--- config.mk ---
export PLATFORM = sky130hd
export DESIGN_NAME = encaps_sequencer
export DESIGN_NICKNAME = d
export VERILOG_FILES = /design/src/rtl/encaps_sequencer.sv
export SDC_FILE = /design/constraint.sdc
export NUM_CORES = 1
export LEC_CHECK = 0
export ABC_AREA = 1
export BUFFER_PORTS_ARGS = -buffer_cell sky130_fd_sc_hd__buf_2
export CORE_MARGIN = 8
export CORE_UTILIZATION = 48
export DETAILED_ROUTE_END_ITERATION = 8
export GPL_ROUTABILITY_DRIVEN = 1
export PLACE_DENSITY = 0.73
export SLEW_MARGIN = 20
export SYNTH_ARGS = -nofsm -noshare
export SYNTH_HDL_FRONTEND = slang
export SYNTH_SLANG_ARGS = --single-unit
--- constraint.sdc ---
create_clock -name clk -period 1.7 [get_ports clk]
set_clock_uncertainty 0.05 [all_clocks]
set_input_delay 0.34 -clock clk [delete_from_list [all_inputs] [get_ports clk]]
set_output_delay 0.34 -clock clk [all_outputs]
set_load 0.02 [all_outputs]
--- src/rtl/encaps_sequencer.sv ---
// encaps_sequencer: start/done control for the encapsulation datapath.
// Runs unpack+ternary in parallel, then packing, then SHA3 absorb/rounds.
module encaps_sequencer #(
    parameter int PACK_BYTES = 136,
    parameter int ROUNDS     = 24,
    parameter int TIMEOUT    = 1023
) (
    input  logic       clk,
    input  logic       rst_n,
    input  logic       start,
    input  logic       abort,
    input  logic       up_done,
    input  logic       ter_done,
    output logic       busy,
    output logic       done,
    output logic       err,
    output logic [2:0] state,
    output logic       sub_rst,
    output logic       up_en,
    output logic       ter_en,
    output logic       pack_en,
    output logic [1:0] pack_count,
    output logic       hash_load,
    output logic       hash_round_en,
    output logic [4:0] round_idx,
    output logic       hash_fin
);

    localparam int PACK_CYC = 4 * PACK_BYTES;
    localparam int PW = (PACK_CYC > 2) ? $clog2(PACK_CYC) : 1;

    typedef enum logic [2:0] {
        IDLE   = 3'd0,
        CLEAR  = 3'd1,
        FETCH  = 3'd2,
        PACK   = 3'd3,
        HLOAD  = 3'd4,
        HRUN   = 3'd5,
        FINISH = 3'd6,
        ERROR  = 3'd7
    } state_t;

    state_t        st;
    logic          up_seen;
    logic          ter_seen;
    logic [9:0]    fetch_cnt;
    logic [PW-1:0] pack_cyc;
    logic          up_hit;
    logic          ter_hit;

    // A done seen earlier or arriving this cycle both count toward the join
    assign up_hit  = up_seen | up_done;
    assign ter_hit = ter_seen | ter_done;
    assign state   = st;

    // Sequencer: outputs are loaded for the state being entered
    always_ff @(posedge clk or negedge rst_n) begin
        if (!rst_n) begin
            st            <= IDLE;
            busy          <= 1'b0;
            done          <= 1'b0;
            err           <= 1'b0;
            sub_rst       <= 1'b0;
            up_en         <= 1'b0;
            ter_en        <= 1'b0;
            pack_en       <= 1'b0;
            pack_count    <= 2'd0;
            hash_load     <= 1'b0;
            hash_round_en <= 1'b0;
            round_idx     <= 5'd0;
            hash_fin      <= 1'b0;
            up_seen       <= 1'b0;
            ter_seen      <= 1'b0;
            fetch_cnt     <= 10'd0;
            pack_cyc      <= '0;
        end else begin
            sub_rst       <= 1'b0;
            up_en         <= 1'b0;
            ter_en        <= 1'b0;
            pack_en       <= 1'b0;
            hash_load     <= 1'b0;
            hash_round_en <= 1'b0;
            done          <= 1'b0;
            hash_fin      <= 1'b0;
            if (abort && st != IDLE) begin
                st         <= IDLE;
                busy       <= 1'b0;
                pack_count <= 2'd0;
                round_idx  <= 5'd0;
                up_seen    <= 1'b0;
                ter_seen   <= 1'b0;
                fetch_cnt  <= 10'd0;
                pack_cyc   <= '0;
            end else begin
                case (st)
                    IDLE: begin
                        if (start) begin
                            st      <= CLEAR;
                            err     <= 1'b0;
                            busy    <= 1'b1;
                            sub_rst <= 1'b1;
                        end
                    end
                    CLEAR: begin
                        st        <= FETCH;
                        up_seen   <= 1'b0;
                        ter_seen  <= 1'b0;
                        fetch_cnt <= 10'd0;
                        up_en     <= 1'b1;
                        ter_en    <= 1'b1;
                    end
                    FETCH: begin
                        fetch_cnt <= fetch_cnt + 10'd1;
                        up_seen   <= up_hit;
                        ter_seen  <= ter_hit;
                        if (up_hit && ter_hit) begin
                            st         <= PACK;
                            pack_en    <= 1'b1;
                            pack_count <= 2'd0;
                            pack_cyc   <= '0;
                        end else if (fetch_cnt == 10'(TIMEOUT - 1)) begin
                            st  <= ERROR;
                            err <= 1'b1;
                        end else begin
                            up_en  <= !up_hit;
                            ter_en <= !ter_hit;
                        end
                    end
                    PACK: begin
                        if (pack_cyc == PW'(PACK_CYC - 1)) begin
                            st         <= HLOAD;
                            hash_load  <= 1'b1;
                            pack_count <= 2'd0;
                        end else begin
                            pack_cyc   <= pack_cyc + 1'b1;
                            pack_count <= pack_count + 2'd1;
                            pack_en    <= 1'b1;
                        end
                    end
                    HLOAD: begin
                        st            <= HRUN;
                        hash_round_en <= 1'b1;
                        round_idx     <= 5'd0;
                    end
                    HRUN: begin
                        if (round_idx == 5'(ROUNDS - 1)) begin
                            st        <= FINISH;
                            round_idx <= 5'd0;
                            done      <= 1'b1;
                            hash_fin  <= 1'b1;
                        end else begin
                            round_idx     <= round_idx + 5'd1;
                            hash_round_en <= 1'b1;
                        end
                    end
                    FINISH: begin
                        st   <= IDLE;
                        busy <= 1'b0;
                    end
                    ERROR: begin
                        st <= ERROR;
                    end
                endcase
            end
        end
    end

endmodule

==> results.tsv <==
stage	metric	value	unit
run_status	status	completed	
logic_synthesis	async set-reset flop share out of synthesis	100	%
timing	Slew Limit Fails	0	
logic_synthesis	Primary FF master, synth	dfrtp_1	
global_route	Congestion Overflow GR	0	
critical_path	reg2reg start	state[0]$_DFFE_PN0P_	
timing	Hold Vio Cnt, Final	0	
finish	fillcell total	454	
timing	Slew Limit Headroom	65.3	%
timing	WHS	263	ps
logic_synthesis	Netlist Area Pre-Place	2380	um^2
timing	fin crit share	91.0	%
detailed_routing	DR vias/cell	5.13	
critical_path	slowest CP cell	dfrtp_1	
detailed_routing	First-pass DRT Iterations	5	
clock_network	H-Tree Depth	2	
detailed_routing	post-route ant nets	0	
logic_synthesis	Synth Register Bits	41	
power_and_ir_drop	Pleak	1.39	nW
finish	Area growth syn-to-layout	14.8	%
critical_path	CP peak stage delay	460	ps
timing	max frequency	647	MHz
worst_hold_path	WHS Path Cells	3	
logic_synthesis	Ys Warns	0	
logic_synthesis	Net Count, Synth	313	
timing	min Tclk post-route	1550	ps
finish	multi-input logic area	1130	um^2
critical_path	FF-to-FF path depth	9	
floorplan	# rows	25	
worst_hold_path	HP Class	primary input to flop	
timing	RSZ-0062 raised after global routing	no	
global_route	vias in the first global route	2025	
floorplan	Die Span Y	86.4	um
timing	Worst-Margin Slew	521	ps
logic_synthesis	Mean Syn Cell Area	7.84	um^2
floorplan	die footprint	7460	um^2
critical_path	worst-path cell chain	inv_2, nand2_4, inv_4, nand2_8, nand2_8, nand3_4, inv_2, nand2_1, a21oi_1	
global_route	GR Util All Layers	15.3	%
clock_network	TritonCTS Buffers	5	
power_and_ir_drop	Cell Pwr Density	1240	nW/um^2
floorplan	Initial Util	50.0	%
detailed_routing	DR iter-0 viols	146	
global_route	initial antenna violation count	0	
run	maxcap violations	0	
clock_network	Worst-path clk slew	80	ps
clock_network	CTS tree	done	
finish	FF/Latch Area	1030	um^2
global_route	largest net degree at the start of global routing	24	
logic_synthesis	largest area contributor in the netlist	dfrtp_1	
timing	# setup viols final	0	
critical_path	CP top delay family	flip-flops	
logic_synthesis	area share of the largest cell type after synthesis	43.2	%
logic_synthesis	Post-Synthesis Cells	303	
logic_synthesis	EDFF count, synth	0	
worst_hold_path	HP Start	start	
floorplan	Core Box Area	4750	um^2
critical_path	worst flop-to-flop path endpoint	ter_seen$_DFFE_PN0P_	
floorplan	Die X	86.4	um
logic_synthesis	Synth area leaders	dfrtp_1 (43%), nand2_1 (10%), inv_1 (6.0%)	
global_route	first-pass GRT wire length	9230	um
detailed_routing	average wire per standard cell	12.9	um
clock_network	clock sinks	41	
detailed_routing	Routed WL	5250	um
worst_hold_path	Hold Crit Endpoint	sub_rst$_DFF_PN0_	
finish	share of cells above drive strength 1	22.6	%
critical_path	CP arrival	1710	ps
critical_path	critical path data required time	1860	ps
logic_synthesis	Yosys cell types	36	
critical_path	CP max FO	10	
timing	setup_tns	0	ps
critical_path	flop2flop setup slack	150	ps
floorplan	io pins	26	
placement	HPWL Detailed	4030	um
critical_path	endpoint class of the critical path	flop	
clock_network	post-CTS setup buffer count	0	
critical_path	Setup crit start kind	flop	
placement	number of port buffers	25	
detailed_routing	routed vias	2092	
clock_network	CTS root buf	clkbuf_8	
clock_network	worst skew pair latency	290	ps
placement	gpl congestion	0.889	
finish	nets@finish	350	
detailed_routing	DRC viols	0	
power_and_ir_drop	peak supply drop	655	uV
finish	n_diodes	0	
clock_network	Max Buffers Root-to-Sink	2	
critical_path	Worst Setup Path Type	flop to flop	
critical_path	WP buf/inv	3	
logic_synthesis	sequential-to-total area share from yosys stat	43.2	%
-- worst max-delay path by stage --
stage,start,endpoint,slack (ps),cells past startpoint
2_1_floorplan,state[2]$_DFFE_PN0P_,pack_cyc[9]$_DFFE_PN0P_,190,10
3_3_place_gp,state[1]$_DFFE_PN0P_,fetch_cnt[3]$_DFFE_PN0P_,170,8
3_5_place_dp,abort,state[0]$_DFFE_PN0P_,150,8
4_1_cts,state[1]$_DFFE_PN0P_,fetch_cnt[3]$_DFFE_PN0P_,150,8
5_1_grt,state[1]$_DFFE_PN0P_,fetch_cnt[3]$_DFFE_PN0P_,10,8
6_report,state[0]$_DFFE_PN0P_,ter_seen$_DFFE_PN0P_,150,9
-- cell type report --
| class | count | area share, % |
|---|---|---|
| Inverter | 47 | 6.83 |
| Timing Repair Buffer | 34 | 7.16 |
| Clock inverter | 1 | 0.183 |
| Tap cell | 67 | 3.07 |
| Multi-Input combinational cell | 211 | 41.6 |
| Sequential cell | 41 | 37.6 |
| Clock buffer | 7 | 3.53 |
-- state kept, by name, summed over array words and instances (netlist names), 2 cells and up --
signal,count
fetch_cnt,10
pack_count,2
pack_cyc,10
round_idx,5
state,3
-- worst reg2reg max path, cell delays in order (launching register included) --
cell and delay (ps):
dfrtp_1 460, inv_2 170, nand2_4 90, inv_4 80, nand2_8 60, nand2_8 120, nand3_4 120, inv_2 120
nand2_1 60, a21oi_1 140
-- power by group --
| part | total (mW) | switching (mW) | internal, mW |
|---|---|---|---|
| clock | 0.713 | 0.345 | 0.367 |
| sequential | 1.25 | 0.131 | 1.12 |
| combinational | 1.41 | 0.966 | 0.445 |
-- cell usage after synthesis (6+ instances only) --
cell,n
nand2_1,66
dfrtp_1,41
inv_1,38
nor2_1,29
nand3_1,25
o21ai_0,16
nand4_1,11
a21oi_1,9
nor2_2,7
o21ai_1,7
inv_2,6
-- metal layers --
metal	track usage (%)	vias up	wire, um
li1	-	1049	-
met1	18.9	971	2350
met2	25.4	63	2480
met3	3.31	9	341
met4	5.48	0	80
met5	0	-	0
-- per-stage QoR --
stage                     instance area, um^2  instances  total power [mW]  util, %  worst slack, ps
after detailed placement                 2620        399              2.69     55.0              147
after floorplan                          2380        303              2.28        -              185
after global placement                   2620        399              2.67     55.0              170
final                                    2730        408              3.37     57.4              154
after CTS                                2730        408              3.39     57.4              148
after global routing                     2730        408              3.60     57.4             11.6
-- cell families (layout without fill, tap and decap cells) --
logic type	count (synthesis)	in the layout	share of synthesized area, %
simple gates	162	162	34.4
buf+inv	51	89	9.06
flops	41	41	43.2
compound gates	40	40	9.43
xor+xnor	5	5	1.84
fa+ha+maj	4	4	2.11
-- cells in the final DEF, fill, tap and decap left out, drive strengths merged, types with 4 or more instances in the layout --
cell type,Yosys,final
nor2,38,38
xor2,4,4
inv,47,47
a21oi,9,9
ha,4,4
o21ai,26,26
nor3,5,5
dfrtp,41,41
nand3,27,27
nand4,12,12
nand2,77,77
buf,4,33
clkbuf,0,7
-- what timing repair did --
item,CTS,global route
gates resized for setup,0,0
hold buffers,1,0
endpoints found under the hold margin,21,0
(Power assumes the default switching activity.)
